$ cat src/rtl/spi_slave_core.sv
// SPI slave with clk-domain oversampling of SCK/SSEL/MOSI.
// Single-word TX holding register and RX output register with handshakes.
module spi_slave_core #(
    parameter int              WIDTH   = 8,
    parameter bit              CPOL    = 1'b0,
    parameter bit              CPHA    = 1'b0,
    parameter logic [WIDTH-1:0] IDLE_TX = '1
) (
    input  logic             clk,
    input  logic             rst,
    input  logic             SCK,
    input  logic             SSEL,
    input  logic             MOSI,
    output logic             MISO,
    input  logic [WIDTH-1:0] tx_data,
    input  logic             tx_valid,
    output logic             tx_ready,
    output logic [WIDTH-1:0] rx_data,
    output logic             rx_valid,
    input  logic             rx_ready,
    output logic             rx_overrun,
    output logic             tx_underrun,
    output logic             busy
);

    localparam int CW = $clog2(WIDTH);

    logic [2:0]       sck_q;
    logic [2:0]       sel_q;
    logic [1:0]       mosi_q;
    logic [2:0]       fill;
    logic             armed;
    logic [CW-1:0]    cnt;
    logic [WIDTH-1:0] rx_sh;
    logic [WIDTH-1:0] tx_sh;
    logic [WIDTH-1:0] hold;
    logic             full;

    logic active, start, rise, fall, lead, trail;
    logic sample, shift_e, last, done, load, do_shift, write;

    // sel_q holds the inverted select so a cleared synchroniser reads as idle
    always_ff @(posedge clk) begin
        if (rst) begin
            sck_q  <= '0;
            sel_q  <= '0;
            mosi_q <= '0;
            fill   <= '0;
            armed  <= 1'b0;
        end else begin
            sck_q  <= {sck_q[1:0], SCK};
            sel_q  <= {sel_q[1:0], ~SSEL};
            mosi_q <= {mosi_q[0], MOSI};
            fill   <= {fill[1:0], 1'b1};
            // a transfer may only start once SSEL has been seen idle after reset
            if (fill[2] && !sel_q[1])
                armed <= 1'b1;
        end
    end

    always_comb begin
        active   = armed & sel_q[1];
        start    = active & ~sel_q[2];
        rise     = sck_q[1] & ~sck_q[2];
        fall     = ~sck_q[1] & sck_q[2];
        lead     = CPOL ? fall : rise;
        trail    = CPOL ? rise : fall;
        sample   = active & ~start & (CPHA ? trail : lead);
        shift_e  = active & ~start & (CPHA ? lead : trail);
        last     = (cnt == CW'(WIDTH - 1));
        done     = sample & last;
        // counter at 0 on a shift edge: reload slot (CPHA=0) or bit-0 lead (CPHA=1)
        load     = start | (shift_e & (cnt == '0) & ~CPHA) | (done & CPHA);
        do_shift = shift_e & (cnt != '0);
        write    = tx_valid & ~full;
    end

    always_ff @(posedge clk) begin
        if (rst) begin
            cnt   <= '0;
            rx_sh <= '0;
        end else if (!active || start) begin
            cnt   <= '0;
            rx_sh <= '0;
        end else if (sample) begin
            rx_sh <= {rx_sh[WIDTH-2:0], mosi_q[1]};
            cnt   <= last ? '0 : cnt + 1'b1;
        end
    end

    always_ff @(posedge clk) begin
        if (rst) begin
            rx_data    <= '0;
            rx_valid   <= 1'b0;
            rx_overrun <= 1'b0;
        end else begin
            rx_overrun <= 1'b0;
            if (done) begin
                rx_data    <= {rx_sh[WIDTH-2:0], mosi_q[1]};
                rx_valid   <= 1'b1;
                rx_overrun <= rx_valid & ~rx_ready;
            end else if (rx_valid && rx_ready) begin
                rx_valid <= 1'b0;
            end
        end
    end

    always_ff @(posedge clk) begin
        if (rst) begin
            tx_sh       <= '0;
            hold        <= '0;
            full        <= 1'b0;
            tx_underrun <= 1'b0;
        end else begin
            tx_underrun <= 1'b0;
            if (load) begin
                tx_sh       <= full ? hold : IDLE_TX;
                tx_underrun <= ~full;
            end else if (do_shift) begin
                tx_sh <= {tx_sh[WIDTH-2:0], 1'b0};
            end
            if (write) begin
                hold <= tx_data;
                full <= 1'b1;
            end else if (load) begin
                full <= 1'b0;
            end
        end
    end

    assign MISO     = active & tx_sh[WIDTH-1];
    assign tx_ready = ~full;
    assign busy     = active;

endmodule

$ cat config.mk
export PLATFORM = sky130hd
export DESIGN_NAME = spi_slave_core
export DESIGN_NICKNAME = d
export VERILOG_FILES = /design/src/rtl/spi_slave_core.sv
export SDC_FILE = /design/constraint.sdc
export NUM_CORES = 1
export LEC_CHECK = 0
export CAP_MARGIN = 20
export CORE_UTILIZATION = 55
export DETAILED_ROUTE_END_ITERATION = 8
export DONT_BUFFER_PORTS = 1
export HOLD_SLACK_MARGIN = 0.08
export PLACE_DENSITY = 0.73
export SYNTH_ARGS = -nofsm -noshare
export SYNTH_HDL_FRONTEND = slang
export SYNTH_SLANG_ARGS = --single-unit
$ cat constraint.sdc
create_clock -name clk -period 1.53 [get_ports clk]
set_clock_uncertainty 0.05 [all_clocks]
set_input_delay 0.153 -clock clk [delete_from_list [all_inputs] [get_ports clk]]
set_output_delay 0.153 -clock clk [all_outputs]
set_load 0.03 [all_outputs]
; Yosys cells after proc, flatten, opt, wreduce, memory -nomap -nowiden
; Index checks and enable logic that the tools add are counted.
[totals]
ff_bits = 50
output_inout_bits = 14
elab_cells = 62
[classes]
n_addsub = 1
eq_ne = 1
bitwise = 23
muxes = 9
reduce_logical = 13
[ops]
columns = op, count
row1 = $mux W8, 3
row2 = $and A1 B1 Y1, 13
row3 = $not A1 Y1, 9
row4 = $reduce_bool A2 Y1, 3
row5 = $reduce_or A2 Y1, 3
row6 = $mux W1, 5
row7 = $add A3 B1 Y3 const B, 1
row8 = $eq A3 B3 Y1 const B, 1
row9 = $logic_not A3 Y1, 1
row10 = $mux W3, 1
row11 = $reduce_bool A3 Y1, 1
row12 = $logic_and A1 B1 Y1, 2
row13 = $logic_not A1 Y1, 2
row14 = $logic_or A1 B1 Y1, 1
row15 = $or A1 B1 Y1, 1

; Longest topological paths before layout
; Gate-level depths: netlist (run 1).
[logic_depth]
ltp_word = 9
ltp_mapped = 6

; Least setup slack after synthesis (run 1)
; OpenSTA, ideal clock, no wires.
[synth_timing]
kind = reg2reg
start = reg cnt[0]
end = reg rx_data[0]
arrival_ns = 1.277
n_path_buf = 0
stages_incl_launch_ff = 7
slack_ns = 0.076
setup_ns = 0.128
period_less_slack_ns = 1.454
path_cell_list = dfxtp_1 -> ha_1 -> ha_1 -> nand3b_1 -> nor2_4 -> mux2i_1 -> nor2_1
[synth_between]
elab_chain_cells = 2
[synth_rtl]
columns = item, line_no
row1 = "start, declared", 33  ; logic [CW-1:0] cnt;
row2 = "start signal, assigned", 87  ; cnt <= last ? '0 : cnt + 1'b1;
row3 = $eq A3 B3 Y1, 70  ; last = (cnt == CW'(WIDTH - 1));
row4 = $and A1 B1 Y1, 71  ; done = sample & last;
row5 = "end signal, assigned", 99  ; rx_data <= {rx_sh[WIDTH-2:0], mosi_q[1]};
row6 = "end, declared", 18  ; output logic [WIDTH-1:0] rx_data,
; Every way passes these cells.
; A chain may end at the register's enable or synchronous reset.

; Worst setup path after layout (run 1)
[layout_timing]
start = reg sel_q[1]
end = reg armed
[layout_between]
elab_chain_cells = 2
[layout_rtl]
columns = item, line_no
row1 = "start, declared", 29  ; logic [2:0] sel_q;
row2 = "start signal, assigned", 52  ; sel_q <= {sel_q[1:0], ~SSEL};
row3 = $logic_not A1 Y1, 56  ; if (fill[2] && !sel_q[1])
row4 = $logic_and A1 B1 Y1, 56
row5 = "end signal, assigned", 49  ; armed <= 1'b0;
row6 = "end signal, assigned", 57  ; armed <= 1'b1;
row7 = "end, declared", 32  ; logic armed;
; Every way passes these cells.

==> flow_summary.ini, run 1 <==
[synth]
synth_area_leader = sky130_fd_sc_hd__dfxtp_1
netlist_top_cells_area = sky130_fd_sc_hd__dfxtp_1 54%, sky130_fd_sc_hd__mux2i_1 14%, sky130_fd_sc_hd__nor2_1 7.8%
number_of_enable_type_register_cells_in_the_synthesized_netlist = 0
synth.area.mux_share_pct = 13.9
synth_adder_area_share_pct = 2.01
postSynth.asyncResetShare_pct = 0
synth.cells.most_frequent = 50 x sky130_fd_sc_hd__dfxtp_1, 39 x sky130_fd_sc_hd__nor2_1, 26 x sky130_fd_sc_hd__mux2i_1, 9 x sky130_fd_sc_hd__nor2b_1
yosys.cell_count.top_type = sky130_fd_sc_hd__dfxtp_1
synthSimpleGateAreaFrac_pct = 17.8
syn_avg_cell_area_sq_um = 10.4
synth.yosys.warnings = 0
yosys_most_used_dff = sky130_fd_sc_hd__dfxtp_1
synth_cell_types = 30
synthesis.instances = 180
synth_seq_cells = 50
seq_area_frac_synth_pct = 53.5
synthDominantCellAreaShare_pct = 53.5
syn_nets = 198
netlist_area_sq_um = 1870
synth-compound-area-share_pct = 9.37
synth_top_family_by_area = simple AND/OR/NAND/NOR gates
synth-xor-area-share_pct = 0

[cells_and_area]
design_area_sq_um = 2260
layout-area-overhead-vs-synth_pct = 21.1
layoutNonFillerInstCount = 251
antenna-diode-count = 0
final_core_utilization_pct = 72.4
finish.net_count = 224
layout-drive-gt1-share_pct = 15.5
filler_cells_inserted = 239

[timing]
max-slew-margin-rel_pct = 74.7
finalWorstSetupSlack_ps = 53.7
slew_violations = 0
final_hold_viol_count = 0
maximum_operating_frequency_mhz = 677
rsz0062_at_grt = true
period_needed_ps = 1480
timing.final.setup_violations = 0
layout_worst_path_cycle_share_pct = 96.5
totalNegativeSetupSlack_ps = 0
worst_slew_pin_slew_ps = 380
hold_slack_ps = 247

[grt]
global_route.overflow_total = 0
number_of_global_route_vias_before_repair = 1272
antenna_found_initial = 0
global_routing_usage_on_met2_pct = 36.4
top_usage_layer = met2
grt_pass1_wl_mm = 5.56
grt_start_max_net_pins = 35
met1_routing_resource_usage_after_global_routing_pct = 24.5
grtUsageMet3_pct = 6.28
grt_util_all_layers_pct = 21.5

[floorplan]
num_io_pins = 29
initial_util_pct = 59.8
die_area_sq_um = 3640
placeableCoreArea_sq_um = 3130
placement_rows = 20
die_w_um = 60.3
die-height_um = 60.3

[cts]
cts.path.max_buffers = 2
tritoncts = done
cts_made_buffers = 5
cts-htree-levels = 2
clock_insertion_delay_worst_skew_ps = 360
clock_sinks = 50
clk_root_buffer_cell = sky130_fd_sc_hd__clkbuf_4
clk_transition_reported_paths_ps = 130

[detailed_routing]
vias_per_cell = 5.26
first_pass_iters = 4
ant_nets = 0
detail_route.iter0.violations = 60
wire_per_inst_um = 14.0
drt_wl_total_mm = 3.51
drc = 0
via_count = 1321

[critical_path]
kind_of_start_point_of_the_critical_path = flip-flop
worst-path-max-fanout = 4
cp-end-kind = flip-flop
crit_arrival_ps = 1690
criticalPathCategory = flip-flop to flip-flop
delay_heaviest_family_cp = buffers and inverters
reg2regPathDepth = 5
path_depth = 5
worst-path-buf-inv = 3
cpMaxStageDelayCell = sky130_fd_sc_hd__dlygate4sd3_1
crit_path_cell_trace = buf_4 > inv_1 > a21oi_1 > nor2_1 > dlygate4sd3_1
crit_path_max_incr_delay_ps = 550
cp.required_ps = 1740

[placement]
portBuffers = 0
standard_cell_area_after_detailed_placement_sq_um = 1960
dpl.hpwl_mm = 2.27
final_gp_congestion = 0.764
place_ws_ps = -63.8
dp.cells = 225

[power_and_ir_drop]
totalPowerFinal_mw = 2.09
powerDensity_nw_per_um2 = 926
worst_ir_drop_vdd_mv = 0.731
power.leakage_nw = 0.807

[outcome]
run_status = finished, final reports clean

[min_path]
holdPathStages = 4
worst_hold_path_type = input pin to flip-flop

[run]
maxCapViolCount = 0
[layout make-up]
| class | count | area, sq um | share of cell area [%] |
|---|---|---|---|
| multi-input cells | 116 | 831 | 36.7 |
| well taps | 44 | 55.1 | 2.43 |
| inverters | 7 | 30.0 | 1.33 |
| repair buffers | 26 | 273 | 12.1 |
| clock inverters | 1 | 5.00 | 0.221 |
| clock buffers | 7 | 55.1 | 2.43 |
| flip-flops and latches | 50 | 1010 | 44.8 |
[cell usage in the layout (no fill, tap or decap), types with 2 or more instances in the layout]
cell | synthesis | layout
sky130_fd_sc_hd__dfxtp_1 | 50 | 45
sky130_fd_sc_hd__nor2_1 | 39 | 39
sky130_fd_sc_hd__mux2i_1 | 26 | 26
sky130_fd_sc_hd__dlygate4sd3_1 | 0 | 16
sky130_fd_sc_hd__nor2b_1 | 9 | 9
sky130_fd_sc_hd__o2bb2ai_1 | 7 | 7
sky130_fd_sc_hd__buf_4 | 0 | 7
sky130_fd_sc_hd__inv_1 | 7 | 6
sky130_fd_sc_hd__o21ai_0 | 7 | 6
sky130_fd_sc_hd__clkbuf_4 | 0 | 5
sky130_fd_sc_hd__nand2b_1 | 3 | 3
sky130_fd_sc_hd__a21oi_1 | 3 | 3
sky130_fd_sc_hd__dfxtp_4 | 0 | 3
sky130_fd_sc_hd__buf_12 | 0 | 3
sky130_fd_sc_hd__nand2_1 | 2 | 2
sky130_fd_sc_hd__nand3b_1 | 2 | 2
sky130_fd_sc_hd__a21o_1 | 2 | 2
sky130_fd_sc_hd__ha_4 | 0 | 2
sky130_fd_sc_hd__dfxtp_2 | 0 | 2
[final timing paths]
kind,end,startpoint,slack [ps]
max,armed,sel_q[1],50
min,hold[3],tx_valid,250
max reg2reg,armed,sel_q[1],50
min reg2reg,mosi_q[1],mosi_q[0],410
[registers in the layout, indices dropped and copies added, names as in the netlist, 2 cells and up]
name     flops
mosi_q       2
tx_sh        8
rx_sh        7
cnt          3
sel_q        3
fill         3
hold         8
rx_data      8
sck_q        3
[timing repair]
action                     in CTS  in global routing
hold buffers                   17                  0
gates resized for setup         4                 10
setup buffers                   1                  0
setup endpoints to repair       9                 17
hold endpoints to repair       40                  0
pin swaps                       1                  4
[cells by family (layout without fill, tap and decap cells)]
family	count (synthesis)	count (layout)
AOI/OAI and AO/OA	23	23
and+or+nand+nor	64	64
muxes	26	26
adders and majority gates	3	3
buffers and inverters	14	41
DFF	50	50
[routing by layer]
layer  part of all wire, %  vias to the layer above
met5                     0                        -
met4                   1.3                        0
met3                   4.9                        5
met2                    49                       26
met1                    45                      633
li1                      -                      657
[tightest hold or removal path: stages]
cell and delay, ps:
sky130_fd_sc_hd__nor2b_1 110, sky130_fd_sc_hd__buf_4 200, sky130_fd_sc_hd__mux2i_1 90, sky130_fd_sc_hd__nor2_1 70
[where the power goes]
| part | switching, mW | internal (mW) | leakage (nW) | total (mW) |
|---|---|---|---|---|
| combinational | 0.0662 | 0.0735 | 0.361 | 0.140 |
| clock | 0.382 | 0.223 | 0.0353 | 0.605 |
| sequential | 0.0212 | 1.33 | 0.410 | 1.35 |
| total | 0.469 | 1.63 | 0.807 | 2.09 |
Power figures use the tool's default switching activity.
==> run 2, diff against run 1 <==
- CORE_ASPECT_RATIO: default -> 1.5
- PLACE_DENSITY: 0.73 -> 0.8
==> flow_summary.ini, run 2 (synthesis results as in run 1) <==
[outcome]
run_status = finished, final reports clean

[grt]
global_route.overflow_total = 0
grt_pass1_wl_mm = 5.49
antenna_found_initial = 0
number_of_global_route_vias_before_repair = 1247
grt_start_max_net_pins = 34
grt_util_all_layers_pct = 20.1

[critical_path]
cpMaxStageDelayCell = sky130_fd_sc_hd__dfxtp_2
criticalPathCategory = flip-flop to flip-flop
crit_path_cell_trace = buf_4 > inv_1 > ha_1 > nand2b_1 > o21a_1 > a2111oi_2 > a21o_1
kind_of_start_point_of_the_critical_path = flip-flop
worst-path-max-fanout = 3
crit_arrival_ps = 1650
cp-end-kind = flip-flop
crit_path_max_incr_delay_ps = 340
cp.required_ps = 1720

[cells_and_area]
layout-drive-gt1-share_pct = 14.9
final_core_utilization_pct = 71.6
layout-area-overhead-vs-synth_pct = 22.3
antenna-diode-count = 0
filler_cells_inserted = 254
mostFrequentLayoutCell = sky130_fd_sc_hd__dfxtp_1
finish.net_count = 225
reg.largest.list = hold (8), rx_data (8), tx_sh (8)
commonest_non_fill_non_tap_cells_in_the_layout = 47 x sky130_fd_sc_hd__dfxtp_1, 39 x sky130_fd_sc_hd__nor2_1, 26 x sky130_fd_sc_hd__mux2i_1, 16 x sky130_fd_sc_hd__dlygate4sd3_1, 9 x sky130_fd_sc_hd__nor2b_1

[cts]
tritoncts = done
clk_transition_reported_paths_ps = 80
cts.path.max_buffers = 2
clk_root_buffer_cell = sky130_fd_sc_hd__clkbuf_8
clock_sinks = 50
cts_made_buffers = 5
clock_insertion_delay_worst_skew_ps = 290
cts-htree-levels = 2

[detailed_routing]
detail_route.iter0.violations = 15
drc = 0
first_pass_iters = 4
wire_per_inst_um = 13.1
ant_nets = 0
via_count = 1286
vias_per_cell = 5.19
drt_wl_total_mm = 3.26

[timing]
maximum_operating_frequency_mhz = 686
final_hold_viol_count = 0
period_needed_ps = 1460
worst_slew_pin_slew_ps = 383
totalNegativeSetupSlack_ps = 0
slew_violations = 0
hold_slack_ps = 145
layout_worst_path_cycle_share_pct = 95.3
timing.final.setup_violations = 0
max-slew-margin-rel_pct = 74.5
rsz0062_at_grt = true

[run]
maxCapViolCount = 0

[power_and_ir_drop]
totalPowerFinal_mw = 2.25
power.leakage_nw = 0.835
powerDensity_nw_per_um2 = 984
worst_ir_drop_vdd_mv = 1.10

[floorplan]
placeableCoreArea_sq_um = 3190
die_area_sq_um = 3640
num_io_pins = 29
placement_rows = 25
die_w_um = 49.6
die-height_um = 73.4
initial_util_pct = 58.6

[placement]
dpl.hpwl_mm = 2.18
final_gp_congestion = 0.752
portBuffers = 0

[min_path]
worst_hold_path_type = input pin to flip-flop
==> run 2: final timing paths <==
| path | startpoint | endpoint | slack [ps] | cells past startpoint |
|---|---|---|---|---|
| setup / recovery | cnt[0] | tx_sh[0] | 70 | 7 |
| hold / removal | rst | tx_sh[2] | 150 | 3 |
| setup reg to reg | cnt[0] | tx_sh[0] | 70 | 7 |
| hold reg to reg | sel_q[0] | sel_q[1] | 390 | 1 |
==> run 2: power breakdown <==
part	internal (mW)	total [mW]	switching [mW]
registers	1.33	1.35	0.0199
clock network	0.365	0.761	0.396
logic	0.0727	0.136	0.0633
total	1.77	2.25	0.479
==> run 2: per-layer routing <==
metal	global-route usage (%)	vias up	share of wire (%)
met1	21.8	598	43
met3	5.59	5	3.6
met5	0	-	0
li1	-	657	-
met2	35.6	26	52
met4	9.52	0	1.7
==> run 2: layout make-up <==
type / count / area, sq um / area share, %
sequential: 50 / 1000 / 44.0
multi-input combinational: 116 / 833 / 36.5
timing repair buffer: 27 / 280 / 12.3
clock buffer: 7 / 86.3 / 3.78
tap: 40 / 50.0 / 2.19
inverter: 7 / 26.3 / 1.15
clock inverter: 1 / 5.00 / 0.219
==> run 2: stage by stage <==
| step | instances | instance area (sq um) | setup WS (ps) |
|---|---|---|---|
| 6_report | 248 | 2290 | 72.5 |
| 5_1_grt | 248 | 2290 | -9.50 |
| 4_1_cts | 248 | 2260 | 4.03 |
| 3_5_place_dp | 222 | 1960 | -44.6 |
| 3_3_place_gp | 222 | 1960 | 96.3 |
| 2_1_floorplan | 180 | 1870 | 75.7 |
==> run 2: repair_timing <==
action / CTS / global route
buffers inserted: 1 / 0
hold buffers: 17 / 0
resized for setup: 1 / 9
setup endpoints to repair: 8 / 16
pin swaps: 1 / 2
hold endpoints to repair: 40 / 0
==> run 2: worst max-delay path: cells and delay by family, from the launching register on <==
| kind | cells | cell delay [ps] |
|---|---|---|
| AOI/OAI and AO/OA | 3 | 600 |
| DFF | 1 | 340 |
| adders and majority gates | 1 | 130 |
| buffers and inverters | 2 | 190 |
| and+or+nand+nor | 1 | 100 |
==> run 3, diff against run 2 <==
- HOLD_SLACK_MARGIN: 0.08 -> default
- clock period: 1.53 -> 1.3 ns (I/O delays scaled with it)
==> flow_summary.ini, run 3 (synthesis results as in run 1) <==
[outcome]
run_status = finished with violations
failed_checks = negative hold slack, negative setup slack

[detailed_routing]
via_count = 1359
wire_per_inst_um = 15.3
ant_nets = 0
drt_wl_total_mm = 3.86
vias_per_cell = 5.37
drc = 0
first_pass_iters = 4
detail_route.iter0.violations = 18

[floorplan]
initial_util_pct = 58.6
placement_rows = 25
num_io_pins = 29
die_w_um = 49.6
placeableCoreArea_sq_um = 3190
die_area_sq_um = 3640
die-height_um = 73.4

[timing]
hold_slack_ps = -158
finalWorstSetupSlack_ps = -114
max-slew-margin-rel_pct = 76.5
maximum_operating_frequency_mhz = 707
worst_slew_pin_slew_ps = 353
slew_violations = 0
rsz0062_at_grt = true
timing.final.setup_violations = 26
period_needed_ps = 1410
totalNegativeSetupSlack_ps = -1620
layout_worst_path_cycle_share_pct = 109
final_hold_viol_count = 22

[cts]
clk_transition_reported_paths_ps = 80
cts_made_buffers = 5
cts-htree-levels = 2
clk_root_buffer_cell = sky130_fd_sc_hd__clkbuf_8
postCtsHoldBufs = 12
clock_insertion_delay_worst_skew_ps = 300
clock_sinks = 50
cts.path.max_buffers = 2
tritoncts = done

[critical_path]
worst-path-max-fanout = 8
kind_of_start_point_of_the_critical_path = flip-flop
crit_arrival_ps = 1560
cp-end-kind = flip-flop
criticalPathCategory = flip-flop to flip-flop
cp.required_ps = 1450

[grt]
grt_pass1_wl_mm = 6.27
number_of_global_route_vias_before_repair = 1407
grt_start_max_net_pins = 36
antenna_found_initial = 0
grt_util_all_layers_pct = 23.8
global_route.overflow_total = 0

[power_and_ir_drop]
worst_ir_drop_vdd_mv = 1.06
powerDensity_nw_per_um2 = 1080
power.leakage_nw = 0.892

[cells_and_area]
reg.largest.list = hold (8), rx_data (8), tx_sh (8)
layout-drive-gt1-share_pct = 27.7
commonest_non_fill_non_tap_cells_in_the_layout = 42 x sky130_fd_sc_hd__dfxtp_1, 39 x sky130_fd_sc_hd__nor2_1, 25 x sky130_fd_sc_hd__mux2i_1, 16 x sky130_fd_sc_hd__buf_4, 11 x sky130_fd_sc_hd__dlygate4sd3_1
filler_cells_inserted = 212
mostFrequentLayoutCell = sky130_fd_sc_hd__dfxtp_1
antenna-diode-count = 0
layoutNonFillerInstCount = 253
layout-area-overhead-vs-synth_pct = 29.7
finish.net_count = 230

[min_path]
worst_hold_path_type = input pin to flip-flop

[placement]
final_gp_congestion = 0.764
dp.cells = 232
place_ws_ps = -131
dpl.hpwl_mm = 2.47
portBuffers = 0

[run]
maxCapViolCount = 0
-- run 3: changes by cell type in the layout (fill, tap and decap cells not counted), moves of 2 or more --
| cell | before | now |
|---|---|---|
| sky130_fd_sc_hd__dfxtp_4 | 0 | 4 |
| sky130_fd_sc_hd__o21ai_1 | 2 | 7 |
| sky130_fd_sc_hd__dlygate4sd3_1 | 16 | 11 |
| sky130_fd_sc_hd__o21ai_0 | 5 | 0 |
| sky130_fd_sc_hd__dfxtp_1 | 47 | 42 |
| sky130_fd_sc_hd__buf_4 | 8 | 16 |
| sky130_fd_sc_hd__buf_6 | 0 | 3 |
| sky130_fd_sc_hd__inv_1 | 7 | 5 |
-- run 3: layer usage --
layer / wire length [um] / up-vias / global-route usage [%]
li1: - / 665 / -
met1: 1470 / 650 / 22.8
met2: 2160 / 34 / 42.2
met3: 141 / 10 / 8.28
met4: 91 / 0 / 16.2
met5: 0 / - / 0
-- run 3: worst max-delay path: stages, from the launching register on --
cell and delay [ps]:
sky130_fd_sc_hd__dfxtp_4 370, sky130_fd_sc_hd__ha_4 140, sky130_fd_sc_hd__ha_4 120, sky130_fd_sc_hd__nand3b_1 110
sky130_fd_sc_hd__nor2_4 120, sky130_fd_sc_hd__buf_12 140, sky130_fd_sc_hd__mux2i_2 210, sky130_fd_sc_hd__nor2_1 50
-- run 3: metrics by stage --
step | power (mW) | area, sq um | util (%) | hold slack (ps)
2_1_floorplan | 1.71 | 1900 | - | 147
3_3_place_gp | 1.73 | 2080 | 65.3 | 144
3_5_place_dp | 1.73 | 2080 | 65.3 | 148
4_1_cts | 2.64 | 2360 | 74.0 | -174
5_1_grt | 2.76 | 2420 | 76.0 | -184
6_report | 2.62 | 2420 | 76.0 | -158
-- run 3: layout make-up --
class / instances / area [sq um] / area share [%]
Clock inverter: 1 / 5.00 / 0.206
Multi-Input combinational cell: 116 / 926 / 38.2
Timing Repair Buffer: 32 / 304 / 12.5
Tap cell: 40 / 50.0 / 2.06
Clock buffer: 7 / 86.3 / 3.56
Sequential cell: 50 / 1020 / 42.1
Inverter: 7 / 32.5 / 1.34
-- run 3: worst paths after layout --
path                            startpoint          to  slack [ps]  cells after the start
worst min register to register    tx_sh[6]    tx_sh[6]         430                      1
worst max-delay path                cnt[0]  rx_data[2]        -110                      7
worst max register to register      cnt[0]  rx_data[2]        -110                      7
worst min-delay path                   rst       armed        -160                      1
-- run 3: what timing repair did --
action | in CTS | in global routing
resized for setup | 24 | 14
pin swaps | 14 | 4
hold endpoints to repair | 39 | 26
setup endpoints to repair | 30 | 33
buffers inserted | 1 | 1
-- run 3: where the power goes --
part / internal, mW / switching (mW)
Sequential: 1.56 / 0.0279
Combinational: 0.0787 / 0.0632
Clock: 0.429 / 0.464
Total: 2.07 / 0.556
